`config.mk`:
```
export PLATFORM = sky130hd
export DESIGN_NAME = stack_frame_ctrl_flat
export DESIGN_NICKNAME = d
export VERILOG_FILES = /design/src/rtl/stack_frame_ctrl_if.sv /design/src/rtl/stack_frame_ctrl.sv /design/src/flat_wrapper.sv
export SDC_FILE = /design/constraint.sdc
export NUM_CORES = 1
export LEC_CHECK = 0
export ABC_CLOCK_PERIOD_IN_PS = 5400
export BUFFER_PORTS_ARGS = -buffer_cell sky130_fd_sc_hd__buf_2
export CORE_MARGIN = 2
export CORE_UTILIZATION = 40
export DETAILED_ROUTE_END_ITERATION = 8
export PLACE_DENSITY = 0.68
export SYNTH_ARGS = -nofsm -noshare
export SYNTH_HDL_FRONTEND = slang
export SYNTH_SLANG_ARGS = --single-unit
```
`constraint.sdc`:
```
create_clock -name clk -period 5.4 [get_ports clk]
set_clock_uncertainty 0.05 [all_clocks]
set_input_delay 0.27 -clock clk [delete_from_list [all_inputs] [get_ports clk]]
set_output_delay 0.27 -clock clk [all_outputs]
set_load 0.02 [all_outputs]
```
`src/rtl/stack_frame_ctrl_if.sv`:
```
// Command-side bundle of the stack frame controller.
// The requester drives the command fields. The controller answers with ready,
// a completion or error pulse, and the sticky error code.
interface stack_frame_ctrl_if #(
    parameter int DEPTH = 7
);
    logic             cmd_valid;
    logic             cmd_ready;
    logic [1:0]       cmd_op;
    logic [DEPTH:0]   cmd_nargs;
    logic             done;
    logic             error;
    logic [1:0]       err_code;

    modport master (
        output cmd_valid, cmd_op, cmd_nargs,
        input  cmd_ready, done, error, err_code
    );

    modport slave (
        input  cmd_valid, cmd_op, cmd_nargs,
        output cmd_ready, done, error, err_code
    );
endinterface

```
`src/rtl/stack_frame_ctrl.sv`:
```
// Call/return frame controller for an operand stack.
// Each CALL records {caller limit, frame base} in a small table and moves the
// underflow limit up to the new base. A RETURN pops that entry, rewinds the
// stack index to the base and, for RETURN_VALUE, pushes the old top of stack
// back. Errors leave all frame state untouched.
module stack_frame_ctrl #(
    parameter int WIDTH       = 8,
    parameter int DEPTH       = 7,
    parameter int FRAMES_LOG2 = 4
) (
    input  logic                   clk,
    input  logic                   reset,
    stack_frame_ctrl_if.slave      cmd,
    output logic [2:0]             stk_op,
    output logic [WIDTH-1:0]       stk_data,
    output logic [DEPTH:0]         stk_new_index,
    output logic [DEPTH:0]         stk_underflow_limit,
    input  logic [DEPTH:0]         stk_index,
    input  logic [WIDTH-1:0]       stk_out,
    output logic [FRAMES_LOG2:0]   frame_depth
);

    localparam int IW     = DEPTH + 1;
    localparam int FRAMES = 2 ** FRAMES_LOG2;

    typedef enum logic [2:0] {
        S_IDLE, S_CALL, S_RET_CAP, S_RET_WAIT, S_RET_RESTORE, S_FINISH
    } state_e;

    typedef enum logic [1:0] {
        OP_NOP, OP_CALL, OP_RETURN, OP_RETURN_VALUE
    } cmd_op_e;

    typedef enum logic [2:0] {
        STK_NONE, STK_PUSH, STK_POP, STK_REPLACE,
        STK_INDEX_RESET, STK_INDEX_RESET_AND_PUSH
    } stk_op_e;

    typedef enum logic [1:0] {
        ERR_NONE, ERR_FRAME_OVERFLOW, ERR_FRAME_UNDERFLOW, ERR_ARG_UNDERFLOW
    } err_e;

    state_e               state_q, state_d;
    logic [IW-1:0]        nargs_q, nargs_d;
    logic                 rv_q, rv_d;          // restore must push the captured value
    logic [WIDTH-1:0]     value_q, value_d;
    logic [IW-1:0]        limit_q, limit_d;
    logic [FRAMES_LOG2:0] depth_q, depth_d;
    err_e                 err_code_q, err_code_d;

    logic [2*IW-1:0]      frame_mem [FRAMES];
    logic                 frame_we;
    logic [FRAMES_LOG2-1:0] wr_idx, rd_idx;
    logic [2*IW-1:0]      rd_entry;
    logic [IW-1:0]        saved_limit, saved_base;
    logic [IW-1:0]        avail, base;

    logic                 ready, done_p, error_p;
    err_e                 err_now;
    stk_op_e              stk_op_c;

    assign avail       = stk_index - limit_q;
    assign base        = stk_index - nargs_q;
    assign wr_idx      = depth_q[FRAMES_LOG2-1:0];
    assign rd_idx      = depth_q[FRAMES_LOG2-1:0] - FRAMES_LOG2'(1);
    assign rd_entry    = frame_mem[rd_idx];
    assign saved_limit = rd_entry[2*IW-1:IW];
    assign saved_base  = rd_entry[IW-1:0];

    // Next-state, stack commands and handshake outputs
    always_comb begin
        // NOTE: every signal gets a default before the case so that no path leaves one unassigned, which would infer a latch.
        state_d       = state_q;
        nargs_d       = nargs_q;
        rv_d          = rv_q;
        value_d       = value_q;
        limit_d       = limit_q;
        depth_d       = depth_q;
        err_code_d    = err_code_q;
        frame_we      = 1'b0;
        ready         = 1'b0;
        done_p        = 1'b0;
        error_p       = 1'b0;
        err_now       = ERR_NONE;
        stk_op_c      = STK_NONE;
        stk_data      = '0;
        stk_new_index = '0;

        case (state_q)
            S_IDLE: begin
                ready = 1'b1;
                if (cmd.cmd_valid) begin
                    err_code_d = ERR_NONE;
                    nargs_d    = cmd.cmd_nargs;
                    rv_d       = 1'b0;
                    case (cmd_op_e'(cmd.cmd_op))
                        OP_NOP:  state_d = S_FINISH;
                        OP_CALL: state_d = S_CALL;
                        default: begin
                            if (depth_q == '0) begin
                                state_d = S_RET_CAP;    // reported there as underflow
                            end else if (cmd_op_e'(cmd.cmd_op) == OP_RETURN_VALUE &&
                                         stk_index != limit_q) begin
                                rv_d    = 1'b1;
                                state_d = S_RET_CAP;
                            end else begin
                                state_d = S_RET_RESTORE; // plain return or empty frame
                            end
                        end
                    endcase
                end
            end

            S_CALL: begin
                if (nargs_q > avail) begin
                    error_p    = 1'b1;
                    err_now    = ERR_ARG_UNDERFLOW;
                    err_code_d = ERR_ARG_UNDERFLOW;
                    state_d    = S_IDLE;
                end else if (depth_q == (FRAMES_LOG2 + 1)'(FRAMES)) begin
                    error_p    = 1'b1;
                    err_now    = ERR_FRAME_OVERFLOW;
                    err_code_d = ERR_FRAME_OVERFLOW;
                    state_d    = S_IDLE;
                end else begin
                    frame_we = 1'b1;
                    depth_d  = depth_q + (FRAMES_LOG2 + 1)'(1);
                    limit_d  = base;
                    state_d  = S_FINISH;
                end
            end

            S_RET_CAP: begin
                if (depth_q == '0) begin
                    error_p    = 1'b1;
                    err_now    = ERR_FRAME_UNDERFLOW;
                    err_code_d = ERR_FRAME_UNDERFLOW;
                    state_d    = S_IDLE;
                end else begin
                    state_d = S_RET_WAIT;
                end
            end

            S_RET_WAIT: begin
                value_d = stk_out;
                state_d = S_RET_RESTORE;
            end

            S_RET_RESTORE: begin
                stk_op_c      = rv_q ? STK_INDEX_RESET_AND_PUSH : STK_INDEX_RESET;
                stk_new_index = saved_base;
                stk_data      = rv_q ? value_q : '0;
                limit_d       = saved_limit;
                depth_d       = depth_q - (FRAMES_LOG2 + 1)'(1);
                state_d       = S_FINISH;
            end

            S_FINISH: begin
                done_p  = 1'b1;
                state_d = S_IDLE;
            end

            default: state_d = S_IDLE;
        endcase
    end

    // Control and frame registers with synchronous reset
    always_ff @(posedge clk) begin
        // NOTE: sequential state uses non-blocking assignments so every register samples pre-edge values.
        if (reset) begin
            state_q    <= S_IDLE;
            nargs_q    <= '0;
            rv_q       <= 1'b0;
            value_q    <= '0;
            limit_q    <= '0;
            depth_q    <= '0;
            err_code_q <= ERR_NONE;
        end else begin
            state_q    <= state_d;
            nargs_q    <= nargs_d;
            rv_q       <= rv_d;
            value_q    <= value_d;
            limit_q    <= limit_d;
            depth_q    <= depth_d;
            err_code_q <= err_code_d;
        end
    end

    // Frame table write on successful CALL
    always_ff @(posedge clk) begin
        // NOTE: the table is deliberately not reset; entries are only read below frame_depth, which always covers written slots.
        if (frame_we) begin
            frame_mem[wr_idx] <= {limit_q, base};
        end
    end

    assign stk_op              = stk_op_c;
    assign stk_underflow_limit = limit_q;
    assign frame_depth         = depth_q;
    assign cmd.cmd_ready       = ready;
    assign cmd.done            = done_p;
    assign cmd.error           = error_p;
    assign cmd.err_code        = error_p ? err_now : err_code_q;

endmodule

```
`src/flat_wrapper.sv`:
```
// flat-port wrapper written by rule: the top's interface ports become plain ports
module stack_frame_ctrl_flat 
#(
    parameter int WIDTH       = 8,
    parameter int DEPTH       = 7,
    parameter int FRAMES_LOG2 = 4
)
  (clk, reset, stk_op, stk_data, stk_new_index, stk_underflow_limit, stk_index, stk_out, frame_depth, cmd_cmd_valid, cmd_cmd_op, cmd_cmd_nargs, cmd_cmd_ready, cmd_done, cmd_error, cmd_err_code);
  stack_frame_ctrl_if #(.DEPTH(DEPTH)) cmd_i ();
  input  logic clk;
  input  logic reset;
  output logic [2:0] stk_op;
  output logic [WIDTH-1:0] stk_data;
  output logic [DEPTH:0] stk_new_index;
  output logic [DEPTH:0] stk_underflow_limit;
  input  logic [DEPTH:0] stk_index;
  input  logic [WIDTH-1:0] stk_out;
  output logic [FRAMES_LOG2:0] frame_depth;
  input wire logic [$bits(cmd_i.cmd_valid)-1:0] cmd_cmd_valid;
  input wire logic [$bits(cmd_i.cmd_op)-1:0] cmd_cmd_op;
  input wire logic [$bits(cmd_i.cmd_nargs)-1:0] cmd_cmd_nargs;
  output wire logic [$bits(cmd_i.cmd_ready)-1:0] cmd_cmd_ready;
  output wire logic [$bits(cmd_i.done)-1:0] cmd_done;
  output wire logic [$bits(cmd_i.error)-1:0] cmd_error;
  output wire logic [$bits(cmd_i.err_code)-1:0] cmd_err_code;
  assign cmd_i.cmd_valid = cmd_cmd_valid;
  assign cmd_i.cmd_op = cmd_cmd_op;
  assign cmd_i.cmd_nargs = cmd_cmd_nargs;
  assign cmd_cmd_ready = cmd_i.cmd_ready;
  assign cmd_done = cmd_i.done;
  assign cmd_error = cmd_i.error;
  assign cmd_err_code = cmd_i.err_code;
  stack_frame_ctrl #(.WIDTH(WIDTH), .DEPTH(DEPTH), .FRAMES_LOG2(FRAMES_LOG2)) u_core (.clk(clk), .reset(reset), .cmd(cmd_i), .stk_op(stk_op), .stk_data(stk_data), .stk_new_index(stk_new_index), .stk_underflow_limit(stk_underflow_limit), .stk_index(stk_index), .stk_out(stk_out), .frame_depth(frame_depth));
endmodule
```
==> impl_metrics.toml <==
[synthesis]
synthDistinctLibCells = 50
synthAdderAreaFrac_pct = 3.50
synth_ff_type = "edfxtp_1"
syn_nets = 793
ys_ff_latch = 291
synth_xor_xnor_area_share_pct = 1.25
syn_area_um2 = 12400
synth_compound_gate_area_share_pct = 4.26
synth.avg_cell_area_um2 = 17.0
synth_top_family_by_area = "multiplexers"
synth_cells = 731
ys_seq_area_share_pct = 67.5
ys.warnings.count = 0
synthSimpleGateAreaFrac_pct = 5.98
synthMuxAreaShare_pct = 14.8
synth_edf_count = 256
synth-async-reset-ratio_pct = 0

[die]
fp.dieW_um = 180
start_util_pct = 40.6
io_pins = 66
die-area_um2 = 32500
core_area_um2 = 30600
fp.dieH_um = 180
core.rowCount = 64

[setup_path]
reg2reg_to = "u_core.frame_mem[6][6]"
crit_arrival_ns = 4.67
worstSetupEndpointType = "register"
rr_startpoint = "u_core.stk_underflow_limit[1]"
cpMostUsedCell = "o21ai_0"
crit_path_top_delay_cell = "and3_1"
r2r_slack_ns = 0.86
worstSetupEndpoint = "u_core.frame_mem[6][6]"
max_stage_delay_ns = 0.76
cp-start-kind = "register"
reg2reg_depth = 14
worstPathRequired_ns = 5.53
path_max_fanout = 18
worstSetupPathType = "reg -> reg"
critical_path.cell_chain = "buf_4, inv_1, ha_1, nor2b_1, o21ai_0, a21boi_0, o21ai_0, a21oi_1, xnor2_1, ha_1, nand4_1, o21ai_0, and3_1, and3_1"
startpoint = "u_core.stk_underflow_limit[1]"

[detailed_routing]
vias = 6861
drtAntennaViolNets = 0
drtIter0Drc = 540
vias_per_cell = 5.47
wl_per_cell_um = 22.3
drc = 0
drt-total-wl_mm = 27.9
drt_pass1_iterations = 4

[timing]
slew_viol_final = 0
min_period_over_period_pct = 84.0
min_period_ns = 4.54
relSlewSlack_pct = 25.3
setup_viol = 0
tns_ns = 0
tightest_slew_ns = 1.12
fmax_mhz = 220
hold_viol = 0
rsz0062_at_grt = "false"

[clock_network]
htree_levels = 1
clock_path_buffers = 3
cts-resized-gates = 0
clock_sinks = 291
clkLatencyLatePin_ns = 0.57
cts_buffers = 29
clk_pin_slew_ns = 0.06
tritoncts = "done"
cts_setup_buffers = 0
hold_buffers = 17
cts_root_buf = "clkbuf_16"

[grt]
grt_pass1_wl_mm = 42.3
grt_pass1_vias = 6982
antenna_found_initial = 0
grt-ovfl-total = 0
grt_max_degree = 39
grt_usage_pct = 17.1

[power]
p_per_area_nw_per_um2 = 498
ir_drop_uv = 296
leakage_nw = 5.10

[place]
dp_cells = 1183
portBuffers = 64
gp_congestion = 0.869
dp_hpwl_mm = 18.3

[job]
drv_cap = 0

[layout]
final_cells = 1254
layout-drive-gt1-share_pct = 25.9
multi_input_area_um2 = 3760
area_growth_pct = 16.1
nets = 897
nFillCells = 2585
diodes = 0
final-seq-area_um2 = 8390

[outcome]
outcome = "completed"

[hold_path]
hold_path.class = "in -> reg"
[synth_stat cells (2+ instances only)]
library cell | number | area, µm²
a21o_1 | 3 | 22.5
a211oi_1 | 19 | 143
nor2b_1 | 20 | 125
a31oi_1 | 4 | 25.0
o21bai_1 | 2 | 15.0
nor2_1 | 23 | 86.3
a21oi_1 | 25 | 125
a21boi_0 | 2 | 15.0
buf_4 | 8 | 60.1
nor3b_1 | 2 | 15.0
fa_1 | 3 | 60.1
buf_2 | 11 | 55.1
mux2i_1 | 21 | 210
nand2_1 | 37 | 139
buf_6 | 2 | 22.5
inv_1 | 32 | 120
nor3_1 | 9 | 45.0
mux4_2 | 72 | 1620
a221oi_1 | 2 | 17.5
xnor2_1 | 12 | 105
nand4_1 | 3 | 18.8
and3_1 | 28 | 175
nand3_1 | 6 | 30.0
ha_1 | 30 | 375
o21ai_0 | 18 | 90.1
or3_1 | 4 | 25.0
clkbuf_1 | 13 | 48.8
nand2b_1 | 2 | 12.5
xnor2_2 | 2 | 32.5
and2_1 | 2 | 12.5
xor2_1 | 2 | 17.5
o21ai_1 | 3 | 15.0
dfxtp_1 | 35 | 701
nand3b_1 | 3 | 22.5
edfxtp_1 | 256 | 7690
[through the flow]
stage / total power [W] / setup WS, ns / hold slack, ns / instance area [µm²] / util (%)
final: 0.00719 / 0.865 / 0.105 / 14400 / 47.1
after global routing: 0.00752 / 0.483 / 0.119 / 14400 / 47.1
after CTS: 0.00723 / 0.904 / 0.0964 / 14400 / 47.1
after detailed placement: 0.00528 / 0.954 / 0.420 / 13300 / 43.5
after global placement: 0.00525 / 1.14 / 0.417 / 13300 / 43.5
after floorplan: 0.00449 / 1.27 / 0.356 / 12400 / -
[layout make-up]
cell class                      count  share of cell area (%)
Clock buffer                       40                    5.67
Timing Repair Buffer              109                    4.95
Clock inverter                     14                   0.833
Multi-Input combinational cell    372                    26.1
Inverter                           32                   0.833
Tap cell                          396                    3.44
Sequential cell                   291                    58.2
[where the power goes]
part / switching, W / internal, W
Combinational: 0.00144 / 0.000901
Clock: 0.000840 / 0.00111
Sequential: 0.0000921 / 0.00280
Total: 0.00238 / 0.00481
[cell families after synthesis]
group | Yosys count
flip-flops | 291
AND/OR/NAND/NOR | 143
multiplexers | 94
AO/OA/AOI/OAI | 85
buffers and inverters | 68
adder cells (fa/ha/maj) | 33
XOR/XNOR | 16
other | 1
[sequential cells by signal (all words and copies together), names as in the netlist]
register                    count
u_core.err_code_q               2
u_core.frame_mem              256
u_core.stk_underflow_limit      8
u_core.frame_depth              5
u_core.value_q                  8
u_core.state_q                  3
u_core.rv_q                     1
u_core.nargs_q                  8
[worst max-delay path, delay by kind of cell, from the launching register on]
family	cells	cell delay, ns
AO/OA/AOI/OAI	5	1.09
XOR/XNOR	1	0.14
adder cells (fa/ha/maj)	2	0.64
buffers and inverters	2	0.35
flip-flops	1	0.31
AND/OR/NAND/NOR	4	1.58
[cell usage in the layout, fill, tap and decap left out, types with 21 or more instances in the layout]
master	instances
edfxtp_1	256
mux4_2	72
buf_2	64
nand2_1	37
dfxtp_1	34
inv_1	32
ha_1	29
clkbuf_16	29
and3_1	28
buf_4	27
a21oi_1	25
nor2_1	22
mux2i_1	21
[worst min-delay path by stage]
stage / startpoint / end / slack (ns) / depth (start not counted)
after floorplan: cmd_cmd_nargs[0] / u_core.nargs_q[0] / 0.36 / 2
after global routing: reset / u_core.value_q[6] / 0.12 / 2
after CTS: cmd_cmd_op[0] / u_core.rv_q / 0.1 / 5
final: cmd_cmd_op[0] / u_core.rv_q / 0.11 / 5
after detailed placement: u_core.err_code_q[0] / u_core.err_code_q[0] / 0.42 / 2
after global placement: u_core.value_q[3] / u_core.value_q[3] / 0.42 / 2
[layer usage]
metal  GRT usage [%]  part of all wire [%]  vias up
met5               0                     0        -
met1            23.8                    43     3477
li1                -                     -     3078
met3            3.13                   6.5       47
met2            28.0                    48      259
met4            4.16                   2.5        0
Note: power is estimated with default switching activity, not from simulation.
